$ cat src/rtl/uart_rx_oversampler.sv
// uart_rx_oversampler: 16x-oversampled 8N1 UART receiver with valid/ready output and framing/overrun flags
module uart_rx_oversampler #(
  parameter int DATA_BITS = 8
) (
  input  logic                 system_clk,
  input  logic                 reset,
  input  logic                 rxclk_en,
  input  logic                 rx,
  output logic [DATA_BITS-1:0] rx_data,
  output logic                 rx_valid,
  input  logic                 rx_ready,
  output logic                 frame_err,
  output logic                 overrun_err,
  output logic                 busy
);
  localparam int BW = $clog2(DATA_BITS);
  typedef enum logic [2:0] {IDLE, START, DATA, STOP, WAIT_IDLE} state_t;
  state_t               state_q, state_d;
  logic                 sync_q, rx_s_q;
  logic [3:0]           sample_cnt_q, sample_cnt_d;
  logic [BW-1:0]        bit_cnt_q, bit_cnt_d;
  logic [DATA_BITS-1:0] shift_q, shift_d, rx_data_q, rx_data_d;
  logic                 rx_valid_q, rx_valid_d, frame_err_q, frame_err_d, overrun_err_q, overrun_err_d;
  logic                 complete, load;
  // two-flop synchronizer, idles high so reset never looks like a start bit
  always_ff @(posedge system_clk or negedge reset)
    if (!reset) {sync_q, rx_s_q} <= 2'b11;
    else {sync_q, rx_s_q} <= {rx, sync_q};
  // frame FSM: everything advances only on a 16x strobe, deciding at bit centres
  always_comb begin
    state_d      = state_q;
    sample_cnt_d = sample_cnt_q;
    bit_cnt_d    = bit_cnt_q;
    shift_d      = shift_q;
    frame_err_d  = 1'b0;
    complete     = 1'b0;
    if (rxclk_en) begin
      sample_cnt_d = sample_cnt_q + 4'd1;
      case (state_q)
        IDLE: begin
          sample_cnt_d = '0;
          state_d      = rx_s_q ? IDLE : START;
        end
        START: if (sample_cnt_q == 4'd7) begin
          sample_cnt_d = '0;
          bit_cnt_d    = '0;
          state_d      = rx_s_q ? IDLE : DATA;
        end
        DATA: if (sample_cnt_q == 4'd15) begin
          shift_d   = {rx_s_q, shift_q[DATA_BITS-1:1]};
          bit_cnt_d = bit_cnt_q + 1'b1;
          state_d   = (bit_cnt_q == BW'(DATA_BITS - 1)) ? STOP : DATA;
        end
        STOP: if (sample_cnt_q == 4'd15) begin
          complete    = rx_s_q;
          frame_err_d = !rx_s_q;
          state_d     = rx_s_q ? IDLE : WAIT_IDLE;
        end
        WAIT_IDLE: state_d = rx_s_q ? IDLE : WAIT_IDLE;
        default: state_d = IDLE;
      endcase
    end
  end
  // output handshake: a completed byte loads unless the previous one is still unconsumed
  always_comb begin
    overrun_err_d = complete && rx_valid_q && !rx_ready;
    load          = complete && !overrun_err_d;
    rx_data_d     = load ? shift_q : rx_data_q;
    rx_valid_d    = load || (rx_valid_q && !rx_ready);
  end
  // state and datapath registers
  always_ff @(posedge system_clk or negedge reset)
    if (!reset) begin
      state_q       <= IDLE;
      sample_cnt_q  <= '0;
      bit_cnt_q     <= '0;
      shift_q       <= '0;
      rx_data_q     <= '0;
      rx_valid_q    <= 1'b0;
      frame_err_q   <= 1'b0;
      overrun_err_q <= 1'b0;
    end else begin
      state_q       <= state_d;
      sample_cnt_q  <= sample_cnt_d;
      bit_cnt_q     <= bit_cnt_d;
      shift_q       <= shift_d;
      rx_data_q     <= rx_data_d;
      rx_valid_q    <= rx_valid_d;
      frame_err_q   <= frame_err_d;
      overrun_err_q <= overrun_err_d;
    end
  assign rx_data     = rx_data_q;
  assign rx_valid    = rx_valid_q;
  assign frame_err   = frame_err_q;
  assign overrun_err = overrun_err_q;
  assign busy        = state_q != IDLE;
endmodule

$ cat config.mk
export PLATFORM = sky130hd
export DESIGN_NAME = uart_rx_oversampler
export DESIGN_NICKNAME = d
export VERILOG_FILES = /design/src/rtl/uart_rx_oversampler.sv
export SDC_FILE = /design/constraint.sdc
export NUM_CORES = 1
export LEC_CHECK = 0
export CAP_MARGIN = 20
export CORE_MARGIN = 2
export CORE_UTILIZATION = 42
export DETAILED_ROUTE_END_ITERATION = 6
export GPL_ROUTABILITY_DRIVEN = 0
export PLACE_DENSITY_LB_ADDON = 0.2
export SYNTH_ARGS = -nofsm -noshare
export SYNTH_HDL_FRONTEND = slang
export SYNTH_SLANG_ARGS = --single-unit
$ cat constraint.sdc
create_clock -name system_clk -period 1.5 [get_ports system_clk]
set_input_delay 0.3 -clock system_clk [delete_from_list [all_inputs] [get_ports system_clk]]
set_output_delay 0.3 -clock system_clk [all_outputs]
set_load 0.01 [all_outputs]
==> reports/results.tsv <==
metric	value	unit
full die area	3846	um2
Hold Vio Cnt, Final	0	
I/O Pins	17	
gr usage total	19.09	%
CP delay by family, top	buffers and inverters	
actual slew at the worst max-slew pin	0.2729	ns
vias in the first global route	1086	
Syn Nets	121	
per-cell routed wire length	15.16	um
Vias/cell	5.214	
CTS Root Cell	clkbuf_4	
worst rel slew slack	81.55	%
Power Dens Cells	1136	nW/um2
Crit Path Max Fanout	2	
internal reg-to-reg setup slack	-0.1	ns
Die Y-Extent	62.02	um
Nets	176	
R2R Path End	rx_data[6]	
post-synthesis cell area	1414	um2
CTS Buf Count	5	
Die W	62.02	um
CP Capture Type	primary output	
ys async rst share	100.0	%
layout cells sized above 1	44.97	%
CORE AREA	3284	um2
Period minus WS final	1.598	ns
sequential-to-total area share from yosys stat	55.04	%
worst skew pair latency	0.33	ns
First-pass DRT Iterations	4	
Worst IR Drop VDD	0.0006497	V
Final Routed Wirelength	3.259	mm
routed via count	1121	
synthesized flop and latch total	31	
R2R depth	5	
maxcap violations	0	
RSZ-0062 raised after global routing	true	
maximum number of pins on one net before global-route repair	32	
critical path cell sequence	buf_4, nor3_2, buf_4, inv_1, buf_2	
crit-path max cell delay	0.43	ns
Critical Path RT	1.20	ns
final hold slack	0.3125	ns
initial antenna violation count	0	
Worst-path clk slew	0.10	ns
CTS Sinks	31	
Max H-tree Level	2	
DRC	0	
EDFF count, synth	0	
Final Cell Area	2077	um2
post-synth cell types	36	
fmax	625.9	MHz
Syn-to-layout area delta	46.90	%
CP Class	flop to primary output	
dpl cell area	1833	um2
Leak Pwr	1.050	nW
gr ovfl total	0	
outcome	finished with violations	
Cells after Synth	113	
Critical Path Start Type	flop	
Slew Viols, Final	0	
IO Port Bufs	16	
TritonCTS clock tree	done	
global-route wire length before repair	5.216	mm
Core Rows	21	
WP data arrival	1.30	ns
prevailing post-synth register cell	dfrtp_1	
hpwl dp	1.997	mm
worst hold-check path type	input port to async pin	
Ant. Diodes	0	
Tcrit/Tclk final	106.5	%
post-synthesis area per instance	12.51	um2
Crit path top cell by count	buf_4	
buffer and inverter count on the worst path	4	
Synthesis Warnings	0	
failing checks	negative setup slack	
final setup vio count	18	
critical path's slowest cell	dfrtp_2	
DR iter-0 viols	23	
setup slack after layout	-0.09779	ns
Detail Route Antenna Nets	0	
Longest Clk Path Bufs	2	
Fin Clk Skew	0.01351	ns
Fin Setup TNS	-1.071	ns
Critical R2R Launch	sample_cnt_q[0]	
initial core utilization	43.05	%
[cells in the final DEF, fill, tap and decap left out, drive strengths merged]
master         instances
nand3b                 1
nor2                   3
clkdlybuf4s50          3
o2bb2ai                1
nor4b                  3
clkbuf                 7
o21a                   1
dlygate4sd2           11
nand3                  1
and3                   3
o21ai                  4
and4                   2
dlymetal6s2s           1
a211o                  1
or3                    1
a32o                   1
nor3                   3
inv                    3
and3b                  1
o311a                  1
a31oi                  1
dfstp                  2
a22o                   1
nor2b                  3
nand2                  8
dfrtp                 29
ha                     3
buf                   36
o211ai                 1
a21oi                  3
mux2                  16
a221o                  3
o31ai                  2
clkinv                 1
xor2                   1
nand2b                 5
and2b                  2
[metal layers]
metal,track usage [%],wire length (um),up-vias,part of all wire (%)
met3,4.762,139,10,4.3
met5,0,0,-,0
met4,9.422,63,0,1.9
met2,30.95,1628,27,50
li1,-,-,524,-
met1,23.63,1427,560,44
[cells in the mapped netlist, types with 2 or more instances]
master / n / share of area, %
dfrtp_1: 29 / 51
mux2_2: 16 / 13
nand2_1: 7 / 1.9
nand2b_1: 5 / 2.2
o21ai_0: 4 / 1.4
a21oi_1: 3 / 1.1
a221o_1: 3 / 2.1
and3_1: 3 / 1.3
ha_1: 3 / 2.7
inv_1: 3 / 0.80
nor2_1: 3 / 0.80
nor2b_1: 3 / 1.3
nor3_1: 3 / 1.1
and2b_1: 2 / 1.1
buf_2: 2 / 0.71
dfstp_2: 2 / 3.7
nor4b_1: 2 / 1.2
o31ai_1: 2 / 1.1
[power by group]
group	switching [mW]	internal [mW]
logic	0.363	0.501
registers	0.0702	0.909
clock network	0.290	0.227
total	0.723	1.64
[state kept, by name, indices dropped and copies added (netlist names)]
signal,count
bit_cnt_q,3
frame_err,1
overrun_err,1
rx_data,8
rx_s_q,1
rx_valid,1
sample_cnt_q,4
shift_q,8
state_q,3
sync_q,1
[logic make-up after synthesis]
| group | count (synthesis) | share of synthesized area, % |
|---|---|---|
| flip-flops | 31 | 55.04 |
| adder cells (fa/ha/maj) | 3 | 2.655 |
| AO/OA/AOI/OAI | 20 | 10.44 |
| AND/OR/NAND/NOR | 35 | 16.37 |
| XOR/XNOR | 1 | 0.6196 |
| buffers and inverters | 7 | 2.123 |
| multiplexers | 16 | 12.74 |
[timing repair]
item / in CTS / in global routing
endpoints found under the hold margin: 0 / 0
gates resized for setup: 43 / 6
hold buffers: 0 / 0
endpoints found under the setup margin: 31 / 24
cloned: 1 / 0
pin swaps: 9 / 4
buffers inserted: 7 / 2
[worst max-delay path by stage]
| stage | start | to | slack (ns) | depth (start not counted) |
|---|---|---|---|---|
| 6_report | state_q[1] | busy | -0.1 | 5 |
| 5_1_grt | state_q[1] | busy | -0.17 | 5 |
| 4_1_cts | state_q[1] | rx_data[6] | -0.10 | 6 |
| 3_5_place_dp | rxclk_en | shift_q[2] | -0.39 | 3 |
| 3_3_place_gp | rxclk_en | rx_data[6] | -0.36 | 5 |
| 2_1_floorplan | sample_cnt_q[1] | rx_data[0] | -0.13 | 4 |
[through the flow]
step | power [mW] | worst slack (ns) | utilization, % | instances
after floorplan | 1.303 | -0.1310 | - | 113
after global placement | 1.665 | -0.3575 | 55.81 | 197
after detailed placement | 1.698 | -0.3891 | 55.81 | 197
after CTS | 2.345 | -0.1030 | 62.06 | 213
after global routing | 2.512 | -0.1652 | 63.24 | 215
final | 2.360 | -0.09779 | 63.24 | 215
[final cells by class]
class | instances | area, um2
clock buffers | 7 | 55.05
clock inverters | 1 | 5.005
fillers | 273 | 1207
inverters | 3 | 11.26
multi-input cells | 76 | 730.7
flip-flops and latches | 31 | 779.5
well taps | 46 | 57.56
repair buffers | 51 | 437.9
No activity file was read; power rests on OpenSTA's default activity.
